## src/rtl/acc_feeder.sv

```systemverilog
// Purpose: streams a batch of operands from a sync-read buffer into the accumulator core and reports the batch sum (acc value minus value captured at start).
// Latency: start -> first read 1 cycle; done_o pulses 1 cycle after the final acc_valid_i (N+3 cycles for N operands, no pause).
// Backpressure: pause_i stalls operand issue; start_i ignored while busy. Optional watchdog: define ACC_FEEDER_TIMEOUT_EN.
module acc_feeder #(
    parameter int IN_DATA_WIDTH = 8,
    parameter int DWIDTH        = 16,
    parameter int AWIDTH        = 6,
    parameter int CWIDTH        = 7,
    parameter int TIMEOUT       = 64
) (
    input  logic                     clk,
    input  logic                     rst_n,
    input  logic                     start_i,
    input  logic [AWIDTH-1:0]        base_addr_i,
    input  logic [CWIDTH-1:0]        num_cnt_i,
    input  logic                     pause_i,
    output logic                     mem_ce_o,
    output logic [AWIDTH-1:0]        mem_addr_o,
    input  logic [IN_DATA_WIDTH-1:0] mem_q_i,
    output logic                     acc_run_o,
    output logic                     acc_valid_o,
    output logic [IN_DATA_WIDTH-1:0] acc_number_o,
    input  logic                     acc_valid_i,
    input  logic [DWIDTH-1:0]        acc_result_i,
    output logic                     busy_o,
`ifdef ACC_FEEDER_TIMEOUT_EN
    output logic                     error_o,
`endif
    output logic                     done_o,
    output logic [DWIDTH-1:0]        result_o
);

    typedef enum logic [1:0] {S_IDLE, S_ISSUE, S_DRAIN, S_DONE} state_t;

    state_t              r_state;
    state_t              w_state_nxt;
    logic [AWIDTH-1:0]   r_base_addr;
    logic [CWIDTH-1:0]   r_cnt;
    logic [CWIDTH-1:0]   r_issued;
    logic [CWIDTH-1:0]   r_received;
    logic [DWIDTH-1:0]   r_base;
    logic [DWIDTH-1:0]   r_result;
    logic                r_acc_valid;
    logic                w_start;
    logic                w_ce;
    logic                w_active;
    logic                w_last_issue;
    logic                w_last_recv;
    logic                w_finish;
    logic                w_timeout;

    assign w_active     = (r_state == S_ISSUE) || (r_state == S_DRAIN);
    assign w_last_issue = (r_issued + CWIDTH'(1)) == r_cnt;
    assign w_last_recv  = acc_valid_i && ((r_received + CWIDTH'(1)) == r_cnt);
    // Batch ends on the final response or, when enabled, on watchdog expiry.
    assign w_finish     = w_active && (w_last_recv || w_timeout);

    // State register.
    always_ff @(posedge clk or negedge rst_n) begin
        if (!rst_n) r_state <= S_IDLE;
        else        r_state <= w_state_nxt;
    end

    // Next-state and issue decode.
    always_comb begin
        w_state_nxt = r_state;
        w_start     = 1'b0;
        w_ce        = 1'b0;
        case (r_state)
            S_IDLE: begin
                if (start_i) begin
                    w_start     = 1'b1;
                    w_state_nxt = (num_cnt_i == '0) ? S_DONE : S_ISSUE;
                end
            end
            S_ISSUE: begin
                w_ce = !pause_i;
                if (w_ce && w_last_issue) w_state_nxt = S_DRAIN;
            end
            S_DRAIN: w_state_nxt = S_DRAIN;
            S_DONE:  w_state_nxt = S_IDLE;
        endcase
        if (w_finish) w_state_nxt = S_DONE;
    end

    // Batch bookkeeping: latch request, count issues/responses, capture the result.
    always_ff @(posedge clk or negedge rst_n) begin
        if (!rst_n) begin
            r_base_addr <= '0;
            r_cnt       <= '0;
            r_issued    <= '0;
            r_received  <= '0;
            r_base      <= '0;
            r_result    <= '0;
            r_acc_valid <= 1'b0;
        end else begin
            r_acc_valid <= w_ce;
            if (w_start) begin
                r_base_addr <= base_addr_i;
                r_cnt       <= num_cnt_i;
                r_base      <= acc_result_i;
                r_issued    <= '0;
                r_received  <= '0;
                if (num_cnt_i == '0) r_result <= '0;
            end
            if (w_ce) r_issued <= r_issued + CWIDTH'(1);
            if (w_active && acc_valid_i) r_received <= r_received + CWIDTH'(1);
            // Modular difference absorbs any accumulator wrap during the batch.
            if (w_finish) r_result <= acc_result_i - r_base;
        end
    end

`ifdef ACC_FEEDER_TIMEOUT_EN
    localparam int WDW = $clog2(TIMEOUT + 1);
    logic [WDW-1:0] r_wd;
    logic           r_error;

    // Fires on the cycle that would bring the idle count to TIMEOUT.
    assign w_timeout = w_active && !acc_valid_i && (r_wd == WDW'(TIMEOUT - 1));

    // Watchdog: counts cycles since the last response while running; error sticks until next start.
    always_ff @(posedge clk or negedge rst_n) begin
        if (!rst_n) begin
            r_wd    <= '0;
            r_error <= 1'b0;
        end else begin
            if (w_start) begin
                r_wd    <= '0;
                r_error <= 1'b0;
            end else if (w_active) begin
                r_wd <= acc_valid_i ? '0 : r_wd + WDW'(1);
            end
            if (w_timeout) r_error <= 1'b1;
        end
    end

    assign error_o = r_error;
`else
    logic w_unused_timeout;
    // Keeps TIMEOUT referenced in builds without the watchdog.
    assign w_unused_timeout = (TIMEOUT > 0);
    assign w_timeout        = 1'b0;
`endif

    assign mem_ce_o     = w_ce;
    assign mem_addr_o   = w_ce ? (r_base_addr + AWIDTH'(r_issued)) : '0;
    assign acc_run_o    = w_active;
    assign acc_valid_o  = r_acc_valid;
    assign acc_number_o = r_acc_valid ? mem_q_i : '0;
    assign busy_o       = (r_state != S_IDLE);
    assign done_o       = (r_state == S_DONE);
    assign result_o     = r_result;

endmodule

```

## config.mk

```make
export PLATFORM = sky130hd
export DESIGN_NAME = acc_feeder
export DESIGN_NICKNAME = d
export VERILOG_FILES = /design/src/rtl/acc_feeder.sv
export SDC_FILE = /design/constraint.sdc
export NUM_CORES = 1
export LEC_CHECK = 0
export ABC_AREA = 1
export CORE_MARGIN = 1
export CORE_UTILIZATION = 57
export CTS_CLUSTER_SIZE = 28
export DETAILED_ROUTE_END_ITERATION = 8
export PLACE_DENSITY = 0.95
export SETUP_SLACK_MARGIN = 0.3
export SYNTH_ARGS = -nofsm -noshare
export SYNTH_HDL_FRONTEND = slang
export SYNTH_SLANG_ARGS = --single-unit
```

## constraint.sdc

```tcl
create_clock -name clk -period 6.3 [get_ports clk]
set_input_delay 1.575 -clock clk [delete_from_list [all_inputs] [get_ports clk]]
set_output_delay 1.575 -clock clk [all_outputs]
set_load 0.02 [all_outputs]
```

# --- Yosys cells after proc, flatten, opt, wreduce, memory -nomap -nowiden ---
# Cells that the tools add are included.
classes:
  n_reduce_logical: 15
  addsub: 4
  n_eq_ne: 7
  muxes: 16
op_table:
  columns: ["cell", "count"]
  rows:
  - ["2-to-1 mux 16 bit", 3]
  - ["2-to-1 mux 7 bit", 3]
  - ["subtractor 16 bit", 1]
  - ["adder 7 x 1 -> 7 bit (second input constant)", 2]
  - ["equality test 7 bit", 2]
  - ["nonzero test 2 bit", 5]
  - ["2-to-1 mux 2 bit", 4]
  - ["2-to-1 mux 8 bit", 1]
  - ["case mux 2 bit (4 select lines)", 1]
  - ["zero test 7 bit", 1]
  - ["adder 6 bit", 1]
  - ["2-to-1 mux 6 bit", 1]
  - ["equality test 2 bit (second input constant)", 2]
  - ["logical AND 1 bit", 4]
  - ["AND reduction 2 bit", 2]
  - ["2-to-1 mux 1 bit", 3]
  - ["inequality test 3 x 2 -> 1 bit (second input constant)", 1]
  - ["inequality test 3 bit (second input constant)", 1]
  - ["equality test 2 x 1 -> 1 bit (second input constant)", 1]
  - ["zero test 2 bit", 1]
  - ["zero test 1 bit", 1]
  - ["logical OR 1 bit", 1]
totals:
  ff_bits: 62
  wordCells: 50
  output_inout_bits: 35
  input_bits: 42

# --- Logic depth before layout (Yosys ltp) ---
# Gate-level depths: netlist (run 1).
depth:
  ltp_word: 6
  mapped_depth: 15
  ltp_nobuf: 15

# --- Worst setup path after synthesis (run 1) ---
# Ideal clock, no wire load.
synth_timing:
  kind: "input to output"
  startpoint: "in pause_i"
  endpoint: "out mem_addr_o[5]"
  required_ns: 4.725
  path_slack_ns: 1.955
  stages: 3
  path_buffers: 0
  arrival_ns: 2.770
  path_cell_list: "nor2_1 -> clkinv_1 -> nor2_1"
synth_between:
  elab_chain_cells: 3
synth_rtl:
  columns: ["element", "line", "source"]
  rows:
  - ["start: declaration", "16", "input logic pause_i,"]
  - ["zero test 1 bit", "77", "w_ce = !pause_i;"]
  - ["2-to-1 mux 1 bit", "69", "case (r_state)"]
  - ["2-to-1 mux 6 bit", "146", "assign mem_addr_o = w_ce ? (r_base_addr + AWIDTH'(r_issued)) : '0;"]
  - ["end: declaration", "18", "output logic [AWIDTH-1:0] mem_addr_o,"]
# Every way passes these cells.

# --- Worst setup path after layout (run 1) ---
layout_timing:
  startpoint: "in pause_i"
  endpoint: "out mem_addr_o[1]"
# The elaborated chain is that of the path after synthesis.

==> results of run 1 <==
power by group:
group	internal, uW	switching (uW)
Sequential	549	130
Clock	225	160
Combinational	464	713
Total	1240	1000
layer usage:
layer | part of all wire (%) | global-route usage (%) | wire, um
met1 | 39 | 32.8 | 3910
met2 | 53 | 53.0 | 5280
met3 | 5.4 | 4.23 | 539
met4 | 2.8 | 14.4 | 278
met5 | 0 | 0 | 0
layout make-up:
class	instances	area (um2)	area share [%]
Tap cell	96	120	2.38
Inverter	76	285	5.64
Multi-Input combinational cell	378	2110	41.7
Sequential cell	62	1550	30.7
Clock inverter	3	40.0	0.792
Timing Repair Buffer	78	771	15.2
Clock buffer	13	179	3.54
stage by stage:
| step | setup slack (ps) | utilization [%] | cells | hold WS (ps) |
|---|---|---|---|---|
| 5_1_grt | 848 | 74.4 | 706 | 524 |
| 3_5_place_dp | 1030 | 71.2 | 690 | 476 |
| 2_1_floorplan | 1950 | - | 526 | 455 |
| 6_report | 1020 | 74.4 | 706 | 498 |
| 3_3_place_gp | 1090 | 71.2 | 690 | 477 |
| 4_1_cts | 1030 | 74.4 | 706 | 494 |
kinds of logic after synthesis:
kind of cell             Yosys count  synth area share [%]
AND/OR/NAND/NOR                  253                  28.8
flip-flops                        62                  38.7
adder cells (fa/ha/maj)           27                  8.81
AO/OA/AOI/OAI                     82                  11.4
buffers and inverters             86                  8.56
XOR/XNOR                          16                  3.69
state kept, by name, indices dropped and copies added (netlist names):
signal	flops
r_issued	7
result_o	16
r_base_addr	6
r_state	2
acc_valid_o	1
r_cnt	7
r_base	16
r_received	7
cells in the mapped netlist (2+ instances only):
cell type  count  area share, %
o21ai_2        5            1.1
nand2_2        4           0.62
clkbuf_1       6           0.56
dfrtp_1       62             39
nand4_1        7            1.1
nor2_1        29            2.7
fa_1           2            1.0
inv_1         73            6.8
nand3_1       46            5.7
nand4_2        2           0.62
nand3_2       10            2.5
o21ai_0       40            5.0
a21oi_1       17            2.1
nand2_1      143             13
xor2_1         8            1.7
inv_2          2           0.19
nor3_1         3           0.37
xnor2_1        7            1.5
a21o_1         2           0.37
o21bai_1       2           0.37
o21ai_1        5           0.62
ha_1          25            7.8
o22ai_1        8            1.2
nor2_2         4           0.62
nand3b_1       2           0.37
final timing paths:
| check | start | to | slack (ps) | depth (start not counted) |
|---|---|---|---|---|
| min in group asynchronous | rst_n | r_cnt[1]$_DFFE_PN0P_ | 1380 | 2 |
| setup / recovery | pause_i | mem_addr_o[1] | 1020 | 5 |
| max in group asynchronous | rst_n | r_base_addr[4]$_DFFE_PN0P_ | 4400 | 2 |
| setup reg to reg | r_state[0]$_DFFE_PN0P_ | result_o[0]$_DFFE_PN0P_ | 3440 | 8 |
| hold / removal | r_base_addr[3]$_DFFE_PN0P_ | r_base_addr[3]$_DFFE_PN0P_ | 500 | 2 |
| hold reg to reg | r_base_addr[3]$_DFFE_PN0P_ | r_base_addr[3]$_DFFE_PN0P_ | 500 | 2 |
worst max-delay path, stage by stage:
cell	delay, ps
clkdlybuf4s50_1	430
nor2_1	480
clkinv_1	390
nor2_1	200
clkdlybuf4s50_1	630
==> impl_results.md, run 1 <==
* Fillers at 475
* Worst-path clk slew at 60 ps
* Vias at 3898
* Final setup viols at 0
* Final wirelength at 10000 um
* Hold Crit Class: register to register
* Status: finished, final reports clean
* Num CTS Buffers at 9
* Setup_tns at 0 ps
* # nets final at 674
* CP Data Required Time at 4720 ps
* Clock root cell: clkbuf_8
* HPWL after DPL at 7190 um
* Post-CTS Setup Inserts at 0
* Cell Rows at 30
* RSZ-0062 raised after global routing: no
* Post-CTS sizing at 0
* Syn Inst Count at 526
* Share of cells above drive strength 1 at 8.20%
* DR pass1 iterations at 5
* First DRT Iteration DRCs at 256
* Max Cap Viol at 0
* Drt wl/cell at 14.2 um
* Max Freq at 189 MHz
* Worst-Margin Slew at 910 ps
* Synth Register Bits at 62
* Die width at 85.8 um
* Most common cell after layout, fill and taps aside: nand2_1
* Largest fanout on the critical path at 9
* Residual DRC count at 0
* Clock Latency Late Sink at 360 ps
* Post-layout minimum cycle time at 5280 ps
* I/O pin count at 77
* Share of the yosys chip area belonging to registers at 38.7%
* CTS Sinks at 62
* Number of synthesized flops with an enable pin at 0
* Core ar. at 0.00679 mm2
* Setup Skew at 6.91 ps
* Vias in the first global route at 3758
* Ys flop type: dfrtp_1
* Crit path DAT at 3700 ps
* Placed cell area at 0.00484 mm2
* Synth Cell Area at 0.00401 mm2
* Area Growth Syn to Fin at 26.3%
* Synthesis Warnings at 0
* CP endpoint kind: output port
* Number of diodes at 0
* First-pass GRT wire length at 16500 um
* Gpl congestion at 0.926
* Leakage at 0.00254 uW
* Starting Density at 59.0%
* Most frequent cells in the layout: nand2_1, clkdlybuf4s50_1, inv_1
* Total GRT Usage at 28.9%
* Number of distinct library cells after synthesis at 37
* PD cells at 443 mW/mm2
* DIE AREA at 0.00737 mm2
* Design area at 0.00506 mm2
* Worst IR Drop VDD at 240 uV
* Total global routing overflow at 0
* Post-Syn Nets at 595
* Crit share post-route at 83.8%
* Slew margin rel. at 39.2%
* Tot Pwr at 2240 uW
* H-tree levels at 3
* # port buffers at 76
* Hold Vio Cnt, Final at 0
* Hold-fix buffers, CTS at 0
* Die H at 85.8 um
* Largest net degree at the start of global routing at 63
* TritonCTS clock tree: yes
* Syn Area/Cell at 7.61 um2
* Routed vias/inst at 5.52
* Slew Limit Fails at 0
* Startpoint class of the critical path: input port
* ANT nets after route at 0
* Critical path class: input port to output port
* Max clock buf depth at 2
* Antenna violations before repair at 0
* Asr flop ratio synth at 100%
(Power assumes the default switching activity.)
==> inputs of run 2 (changes only) <==
CORE_UTILIZATION = 48   (was 57)
PLACE_DENSITY = 0.89   (was 0.95)
clock period = 4.6 ns   (was 6.3 ns; I/O delays follow)
==> run 2 against run 1 <==
Net effect: clock skew up 2.8 ps; die area increased by 18%; sequential cell count is the same; sequential power is 37% higher; sequential share of layout area shrank 0.11 points; clock-buffer cell count decreased by 3; critical endpoint is now mem_addr_o[0]; largest power group unchanged.
==> impl_results.md, run 2 (synthesis results as in run 1) <==
* First-pass GRT wire length at 16200 um (-1.7%)
* NetSw at 1330 uW (+33%)
* RSZ-0062 raised after global routing: no
* CP Data Required Time at 3450 ps (-1270 ps)
* Final Non-Filler Cells at 714 (+1.1%)
* Share of cells above drive strength 1 at 8.33% (+0.14 points)
* HP Start: r_base_addr[0]$_DFFE_PN0P_
* Hold WS at 501 ps (+2.88 ps)
* Seq pwr share at 30.7% (+0.4 points)
* Reg-to-reg critical path startpoint: r_state[0]$_DFFE_PN0P_
* Largest fanout on the critical path at 9 (unchanged)
* TritonCTS clock tree: yes
* CTS Sinks at 62 (unchanged)
* Setup_tns at 0 ps (unchanged)
* Area Growth Syn to Fin at 26.7%
* Antenna violations before repair at 0 (unchanged)
* Post-layout minimum cycle time at 3920 ps
* DR pass1 iterations at 4 (-1)
* Largest net degree at the start of global routing at 36 (-43%)
* CP endpoint kind: output port
* Vias in the first global route at 3820 (+1.6%)
* Placed insts at 698 (+1.2%)
* Worst Hold Depth at 2 (unchanged)
* PD cells at 596 mW/mm2 (+35%)
* Total global routing overflow at 0 (unchanged)
* Final setup viols at 0 (unchanged)
* HPWL after DPL at 7390 um (+2.7%)
* Setup Skew at 9.69 ps (+2.78 ps)
* Vias at 3744 (-4.0%)
* Switching portion of total power at 44.0% (-0.74 points)
* H-tree levels at 3 (unchanged)
* Starting Density at 50.8% (-8.2 points)
* # port buffers at 76 (unchanged)
* Worst IR Drop VDD at 311 uV (+29%)
* Drt wl/cell at 13.4 um (-5.1%)
* Most common cell after layout, fill and taps aside: nand2_1
* Crit share post-route at 85.3%
* Worst r2r dst: result_o[13]$_DFFE_PN0P_
* Die H at 93.3 um (+8.8%)
* Most frequent cells in the layout: nand2_1, clkdlybuf4s50_1, inv_1
* Gpl congestion at 0.847 (-8.5%)
* Hold Vio Cnt, Final at 0 (unchanged)
* Logic pwr share at 52.1% (-0.5 points)
* Power share of the clock group at 17.2% (about the same)
* Post-CTS Setup Inserts at 0 (unchanged)
* Number of diodes at 0 (unchanged)
* Internal at 1690 uW (+37%)
* R2r worst-path depth at 12 (+4)
* DIE AREA at 0.00871 mm2 (+18%)
* ANT nets after route at 0 (unchanged)
* I/O pin count at 77 (unchanged)
* Hold-fix buffers, CTS at 0 (unchanged)
* Clock Latency Late Sink at 350 ps (about the same)
* Max Cap Viol at 0 (unchanged)
* Core ar. at 0.00789 mm2 (+16%)
* Internal reg-to-reg setup slack at 2090 ps (-1350 ps)
* Num CTS Buffers at 9 (unchanged)
* Max Freq at 255 MHz
* First DRT Iteration DRCs at 162 (-37%)
* Cell Rows at 32 (+6.7%)
* Routed vias/inst at 5.24 (-5.0%)
* Status: finished, final reports clean
* Final wirelength at 9600 um (-4.1%)
* Worst-Margin Slew at 874 ps (-35.1 ps)
* Slew Limit Fails at 0 (unchanged)
* Critical path class: input port to output port
* Worst-path clk slew at 60 ps (about the same)
* Startpoint class of the critical path: input port
* Leakage at 0.00254 uW (about the same)
* Post-CTS sizing at 0 (unchanged)
* Clock root cell: clkbuf_8
* Die width at 93.3 um (+8.8%)
* Max clock buf depth at 2 (unchanged)
* Residual DRC count at 0 (unchanged)
* Total GRT Usage at 24.0% (-4.9 points)
* Hold Path Sink: r_base_addr[0]$_DFFE_PN0P_
* Slew margin rel. at 41.6% (+2.4 points)
* Hold Crit Class: register to register
* # nets final at 676 (+0.30%)
* Crit path DAT at 2770 ps (-930 ps)
run 2: cell count changes in the layout (fill, tap and decap cells not counted), sizes merged:
cell,delta
clkbuf,-3
clkinvlp,+1
buf,+2
clkinv,+1
bufinv,+1
run 2: power by group through the flow:
stage / Clock, uW / Combinational [uW] / Sequential [uW]
3_5_place_dp: 0 / 1560 / 933
4_1_cts: 534 / 1580 / 925
2_1_floorplan: 0 / 1040 / 946
3_3_place_gp: 0 / 1500 / 918
5_1_grt: 553 / 1770 / 954
6_report: 521 / 1580 / 928
run 2: how the worst max path moves through the flow:
| stage | startpoint | endpoint | cells past startpoint |
|---|---|---|---|
| after floorplan | pause_i | mem_addr_o[5] | 3 |
| after global placement | pause_i | mem_addr_o[0] | 5 |
| after detailed placement | pause_i | mem_addr_o[0] | 5 |
| after CTS | pause_i | mem_addr_o[0] | 5 |
| after global routing | pause_i | mem_addr_o[1] | 5 |
| final | pause_i | mem_addr_o[0] | 5 |
run 2: critical path, cell delays in order:
cell and delay (ps):
clkdlybuf4s50_1 440, nor2_1 160, clkinv_1 240, nor2_1 170, clkdlybuf4s50_1 620
run 2: area by class of cell:
| type | count | area [um2] |
|---|---|---|
| multi-input combinational | 378 | 2110 |
| sequential | 62 | 1550 |
| fill | 650 | 2810 |
| clock inverter | 6 | 86.3 |
| timing repair buffer | 80 | 786 |
| inverter | 76 | 285 |
| tap | 102 | 128 |
| clock buffer | 10 | 128 |
run 2: through the flow:
stage | setup slack, ps | cell area (um2) | util (%) | power (uW)
floorplan | 1100 | 4010 | - | 1980
global placement | 682 | 4860 | 61.6 | 2410
detailed placement | 670 | 4860 | 61.6 | 2490
CTS | 652 | 5070 | 64.3 | 3040
global route | 594 | 5070 | 64.3 | 3280
finish | 677 | 5070 | 64.3 | 3020
run 2: routing by layer:
layer	vias up	part of all wire [%]	global-route usage [%]
met5	-	0	0
met2	139	52	44.2
met1	1710	39	25.3
met3	29	6.1	7.24
met4	0	2.5	9.49
li1	1866	-	-
